`src/rtl/seq_match_detector.sv`:
```
// seq_match_detector
//   Serial pattern detector. Accepts one bit per qualified clock and compares the
//   most recent PAT_LEN accepted bits against a runtime-loadable pattern. Supports
//   overlapping / non-overlapping detection and keeps a saturating match counter.
//
// Ports
//   clk          rising-edge clock
//   rst_n        asynchronous active-low reset
//   x            serial data bit, sampled when in_valid=1
//   in_valid     qualifies x on the current edge
//   pattern      target pattern; bit PAT_LEN-1 is the oldest bit, bit 0 the newest
//   load_pat     latch pattern, discard history (priority over in_valid)
//   overlap      1: overlapping detection, 0: non-overlapping
//   clear        synchronously zero match_count (wins over an increment)
//   match        registered single-cycle hit pulse
//   armed        registered (fill == PAT_LEN)
//   match_count  registered saturating hit counter
module seq_match_detector #(
  parameter int unsigned PAT_LEN = 3,
  parameter int unsigned CNT_W   = 8
) (
  input  logic               clk,
  input  logic               rst_n,
  input  logic               x,
  input  logic               in_valid,
  input  logic [PAT_LEN-1:0] pattern,
  input  logic               load_pat,
  input  logic               overlap,
  input  logic               clear,
  output logic               match,
  output logic               armed,
  output logic [CNT_W-1:0]   match_count
);

  localparam int unsigned    FillW    = $clog2(PAT_LEN + 1);
  localparam logic [FillW-1:0] FillFull = FillW'(PAT_LEN);

  logic [PAT_LEN-1:0] hist_q, hist_d, hist_n;
  logic [PAT_LEN-1:0] pat_q, pat_d;
  logic [FillW-1:0]   fill_q, fill_d, fill_inc;
  logic               match_q, match_d;
  logic               armed_q, armed_d;
  logic [CNT_W-1:0]   count_q, count_d;
  logic               hit;

  assign hist_n   = {hist_q[PAT_LEN-2:0], x};
  assign fill_inc = (fill_q == FillFull) ? FillFull : fill_q + FillW'(1);
  // fill gating keeps reset-zero / stale history from producing a false hit
  assign hit      = in_valid & ~load_pat & (fill_inc == FillFull) & (hist_n == pat_q);

  always_comb begin
    hist_d  = hist_q;
    fill_d  = fill_q;
    pat_d   = pat_q;
    match_d = 1'b0;
    count_d = count_q;

    if (load_pat) begin
      pat_d  = pattern;
      hist_d = '0;
      fill_d = '0;
    end else if (in_valid) begin
      hist_d = hist_n;
      if (hit) begin
        match_d = 1'b1;
        // non-overlap restarts the fill so PAT_LEN fresh bits are needed
        fill_d  = overlap ? FillFull : '0;
        if (count_q != '1) begin
          count_d = count_q + CNT_W'(1);
        end
      end else begin
        fill_d = fill_inc;
      end
    end

    if (clear) begin
      count_d = '0;
    end

    armed_d = (fill_d == FillFull);
  end

  always_ff @(posedge clk or negedge rst_n) begin
    if (!rst_n) begin
      hist_q  <= '0;
      pat_q   <= '0;
      fill_q  <= '0;
      match_q <= 1'b0;
      armed_q <= 1'b0;
      count_q <= '0;
    end else begin
      hist_q  <= hist_d;
      pat_q   <= pat_d;
      fill_q  <= fill_d;
      match_q <= match_d;
      armed_q <= armed_d;
      count_q <= count_d;
    end
  end

  assign match       = match_q;
  assign armed       = armed_q;
  assign match_count = count_q;

endmodule
```
`config.mk`:
```
export PLATFORM = sky130hd
export DESIGN_NAME = seq_match_detector
export DESIGN_NICKNAME = d
export VERILOG_FILES = /design/src/rtl/seq_match_detector.sv
export SDC_FILE = /design/constraint.sdc
export NUM_CORES = 1
export LEC_CHECK = 0
export CORE_ASPECT_RATIO = 1.4
export CORE_MARGIN = 2
export CORE_UTILIZATION = 40
export CTS_BUF_LIST = sky130_fd_sc_hd__clkbuf_4
export DETAILED_ROUTE_END_ITERATION = 6
export PLACE_DENSITY_LB_ADDON = 0.12
export SLEW_MARGIN = 20
export SYNTH_ARGS = -nofsm -noshare
export SYNTH_HDL_FRONTEND = slang
export SYNTH_SLANG_ARGS = --single-unit
```
`constraint.sdc`:
```
create_clock -name clk -period 1.9 [get_ports clk]
set_input_delay 0.38 -clock clk [delete_from_list [all_inputs] [get_ports clk]]
set_output_delay 0.38 -clock clk [all_outputs]
set_load 0.05 [all_outputs]
```
# Word-level counts from Yosys, hierarchy flattened
# Cells that the tools add are included.
# Widths: inputs -> output; s select.
[op_classes]
n_addsub = 2
multipliers = 0
div_mod_pow = 0
n_lt_le_gt_ge = 0
eq_ne = 6
shift = 0
n_mux = 15
bitwise_logic = 4
reduce_logical = 5
[op_table]
columns = ["op", "count"]
rows = [
  ["$mux 8", 5],
  ["$mux 2", 7],
  ["$add 8x1->8 const B", 1],
  ["$ne 8x8->1 const B", 1],
  ["$reduce_bool 2->1", 4],
  ["$eq 2x2->1 const B", 3],
  ["$reduce_and 4->1", 1],
  ["$and 1x1->1", 3],
  ["$eq 3x3->1", 1],
  ["$mux 1", 3],
  ["$add 2x1->2 const B", 1],
  ["$ne 2x1->1 const B", 1],
  ["$not 1->1", 1],
]
[totals]
register_bits = 17
latch_bits = 0
ramBits = 0
romBits = 0
out_inout_bits = 10
mem_count = 0

# Depth between registers and ports, before layout
[depth]
word_depth = 9
depth_mapped = 6

# Worst setup path after synthesis
# OpenSTA, ideal clock, no wires.
[synth_timing]
path_type = "register -> register"
startpoint = "reg count_q[0], in the netlist match_count[0]"
endpoint = "reg count_q[4], in the netlist match_count[4]"
setup_ns = 0.128
t_arrival_ns = 1.797
required_time_ns = 1.772
path_slack_ns = -0.024
stages_incl_launch_ff = 6
path_buffers = 0
synth_period_minus_slack_ns = 1.924
cell_sequence = "dfrtp_1 ha_1 nand4_1 nor2_1 nor3_1 mux2_1"
[synth_between]
elab_chain_len = 6
[synth_rtl]
columns = ["item", "line", "source"]
rows = [
  ["from (decl)", "43", "logic [CNT_W-1:0] count_q, count_d;"],
  ["from (signal assigned)", "97", "count_q <= count_d;"],
  ["$add 8x1->8", "69", "count_d = count_q + CNT_W'(1);"],
  ["$mux 8", "68", "if (count_q != '1) begin"],
  ["$mux 8", "64", "if (hit) begin"],
  ["$mux 8", "62", "end else if (in_valid) begin"],
  ["$mux 8", "58", "if (load_pat) begin"],
  ["$mux 8", "76", "if (clear) begin"],
]
# Parallel ways exist; a longest one is shown, timed or not. The select of a mux whose other input is x is not followed.
# A chain may end at the register's enable or synchronous reset.

# Worst setup path after layout
[layout_timing]
startpoint = "reg match_q, in the netlist match"
endpoint = "out match"
[layout_lines]
columns = ["item", "line", "source"]
rows = [
  ["from (decl)", "41", "logic match_q, match_d;"],
  ["from (signal assigned)", "95", "match_q <= match_d;"],
  ["to (decl)", "30", "output logic match,"],
]
# No word-level cell between the ends.

==> qor.yml <==
finish:
  drive_gt1_share_pct: 28.2
  final_cells: 125
  n_antenna_cell: 0
  syn2layout_area_growth_pct: 26.5
  fin_nets: 115
  final_area_sq_um: 1140
clocking:
  ctsHoldBuffers: 0
  clock_latency_ns: 0.28
  cts_tree: "done"
  cts_htree_levels: 1
  cts_num_sinks: 17
  cts_setup_buffers: 0
  cts_root_buf: "clkbuf_4"
  numCtsBuffers: 3
  path_clk_slew_ns: 0.10
  cts_buffer_depth: 2
logic_synthesis:
  ys_top_cells_by_area: "dfrtp_1 47%, mux2_2 5.0%, xnor2_2 3.6%, mux2i_1 3.3%, nand3_1 3.3%"
  synth_edf_count: 0
  yosysMostFrequentCell: "dfrtp_1"
  synth_top_cell_area_share_pct: 47.2
  synth_nets: 90
  syn_area_sq_um: 901
  synthCells: 79
  ys_warn_count: 0
  ys_ff_latch: 17
  synthTopCellsByCount: "17 x dfrtp_1, 7 x nor2_1, 6 x nand3_1, 4 x a21oi_1, 4 x mux2_2"
  async_flop_share_pct: 100
  synth_flop_cell: "dfrtp_1"
  yosysTopAreaCell: "dfrtp_1"
  syn-mean-instance-area_sq_um: 11.4
  yosysSeqAreaShare_pct: 47.2
  synth_cell_type_count: 29
global_route:
  grt_pass1_wl_um: 2680
  grt_max_degree: 18
  antenna_found_initial: 0
  grt_pass1_vias: 624
  gr-total-overflow: 0
  grt_use_total_pct: 14.0
timing:
  finClkSkew_ns: 0.00600
  slew_headroom_pct: 67.1
  rsz0062_at_grt: "false"
  period_needed_ns: 1.78
  worst_slew_pin_slew_ns: 0.491
  final-max-slew-violation-count: 0
  period_share_pct: 93.8
  setup_violations: 0
  fmax_mhz: 561
  hold_ws_ns: 0.418
  final_hold_viol_count: 0
floorplan:
  start_util_pct: 41.9
  die_h_um: 60.2
  chipWidth_um: 44.1
  die-area_sq_um: 2650
  num_rows: 20
  ios: 20
  fp.coreArea_sq_um: 2150
place:
  placed_cells: 121
  gp_congestion: 0.871
  placed_area_sq_um: 1110
  io_buffers: 19
  dpl.hpwl_um: 1230
min_path:
  hold_class: "in -> async"
job:
  maxCapViolCount: 0
power_and_ir_drop:
  p_switching_mw: 0.152
  internal_power_mw: 0.520
  p_sw_share_pct: 22.6
  leakagePower_nw: 0.500
  fin_total_pwr_mw: 0.671
  power_frac_comb_pct: 12.8
  powerDensity_nw_per_um2: 589
  p_seq_share_pct: 57.6
  ir_worst_vdd_v: 0.000324
  p_clk_share_pct: 29.6
route:
  num_vias: 688
  wirelength_um: 1620
  dr.pass1.iters: 4
  wl_per_cell_um: 12.9
  drtIter0Drc: 7
  vias_per_cell: 5.50
  final_antenna_net_count: 0
  drc: 0
worst_setup_path:
  critPathKind: "reg -> out"
  slowest_delay_ns: 0.79
  cp.buffers_inverters: 1
  arrival_ns: 1.40
  worst_setup_path_end_kind: "primary output"
  slowest_stage: "clkdlybuf4s50_1"
  reg2reg_from: "match_count[1]"
  path_delay_family: "buffers and inverters"
  r2r_cells: 5
  cp.required_ns: 1.52
  regToRegSetupSlack_ns: 0.28
  cp_num_cells: 1
  start_kind: "flip-flop"
  r2r_end: "match_count[3]"
  crit_chain: "clkdlybuf4s50_1"
  cp_max_fo: 1
run_status:
  status: "finished, final reports clean"
-- cells by family (layout without fill, tap and decap cells) --
kind of cell	count (synthesis)	count (layout)	synth area share [%]
simple gates	33	33	22.6
mux	8	8	9.58
flops	17	17	47.2
xor+xnor	3	3	6.67
fa+ha+maj	1	1	1.39
buf+inv	6	30	4.30
compound gates	11	11	8.19
-- power groups by stage --
stage                     registers [mW]  logic, mW  clock network [mW]
after CTS                          0.387     0.0879               0.216
after detailed placement           0.395     0.0877                   0
after global placement             0.394     0.0862                   0
final                              0.387     0.0858               0.199
after floorplan                    0.396     0.0493                   0
after global routing               0.389     0.0944               0.223
-- worst max-delay path by stage --
stage / startpoint / endpoint
after floorplan: match_count[0] / match_count[4]
after global routing: armed / armed
after detailed placement: x / match_count[3]
after global placement: x / match_count[3]
after CTS: match / match
final: match / match
-- metrics by stage --
step / setup slack, ns / setup TNS, ns / util, %
2_1_floorplan: 0.156 / 0 / -
3_3_place_gp: -0.0957 / -0.236 / 51.5
3_5_place_dp: -0.109 / -0.347 / 51.5
4_1_cts: 0.0955 / 0 / 52.8
5_1_grt: 0.0662 / 0 / 53.0
6_report: 0.117 / 0 / 53.0
-- cell type report --
type,instances,area [sq um]
multi-input combinational,56,439
sequential,17,428
inverter,2,7.51
fill,211,1010
clock buffer,4,30.0
timing repair buffer,24,208
tap,22,27.5
-- state kept, by name (all words and copies together), names as in the netlist --
name,flops
match_count,8
pat_q,3
fill_q,2
hist_q,2
armed,1
match,1
-- what timing repair did --
action / 4_1_cts / 5_1_grt
endpoints found under the setup margin: 0 / 2
endpoints found under the hold margin: 0 / 0
gates resized for setup: 0 / 1
-- cell usage in the layout, fill, tap and decap left out, drive strengths merged, types with 4 or more instances in the layout --
cell type,Yosys,routed
dfrtp,17,17
buf,3,13
clkdlybuf4s50,0,11
nor2,7,7
nand3,6,6
mux2,5,5
a21oi,4,4
clkbuf,1,4
-- layer usage --
metal	routed length [um]	track usage, %	up-vias	share of wire (%)
li1	-	-	336	-
met1	641	15.6	331	40
met2	872	25.0	19	54
met3	81	1.81	2	5.0
met4	20	7.79	0	1.2
met5	0	0	-	0
No activity file was read; power rests on OpenSTA's default activity.
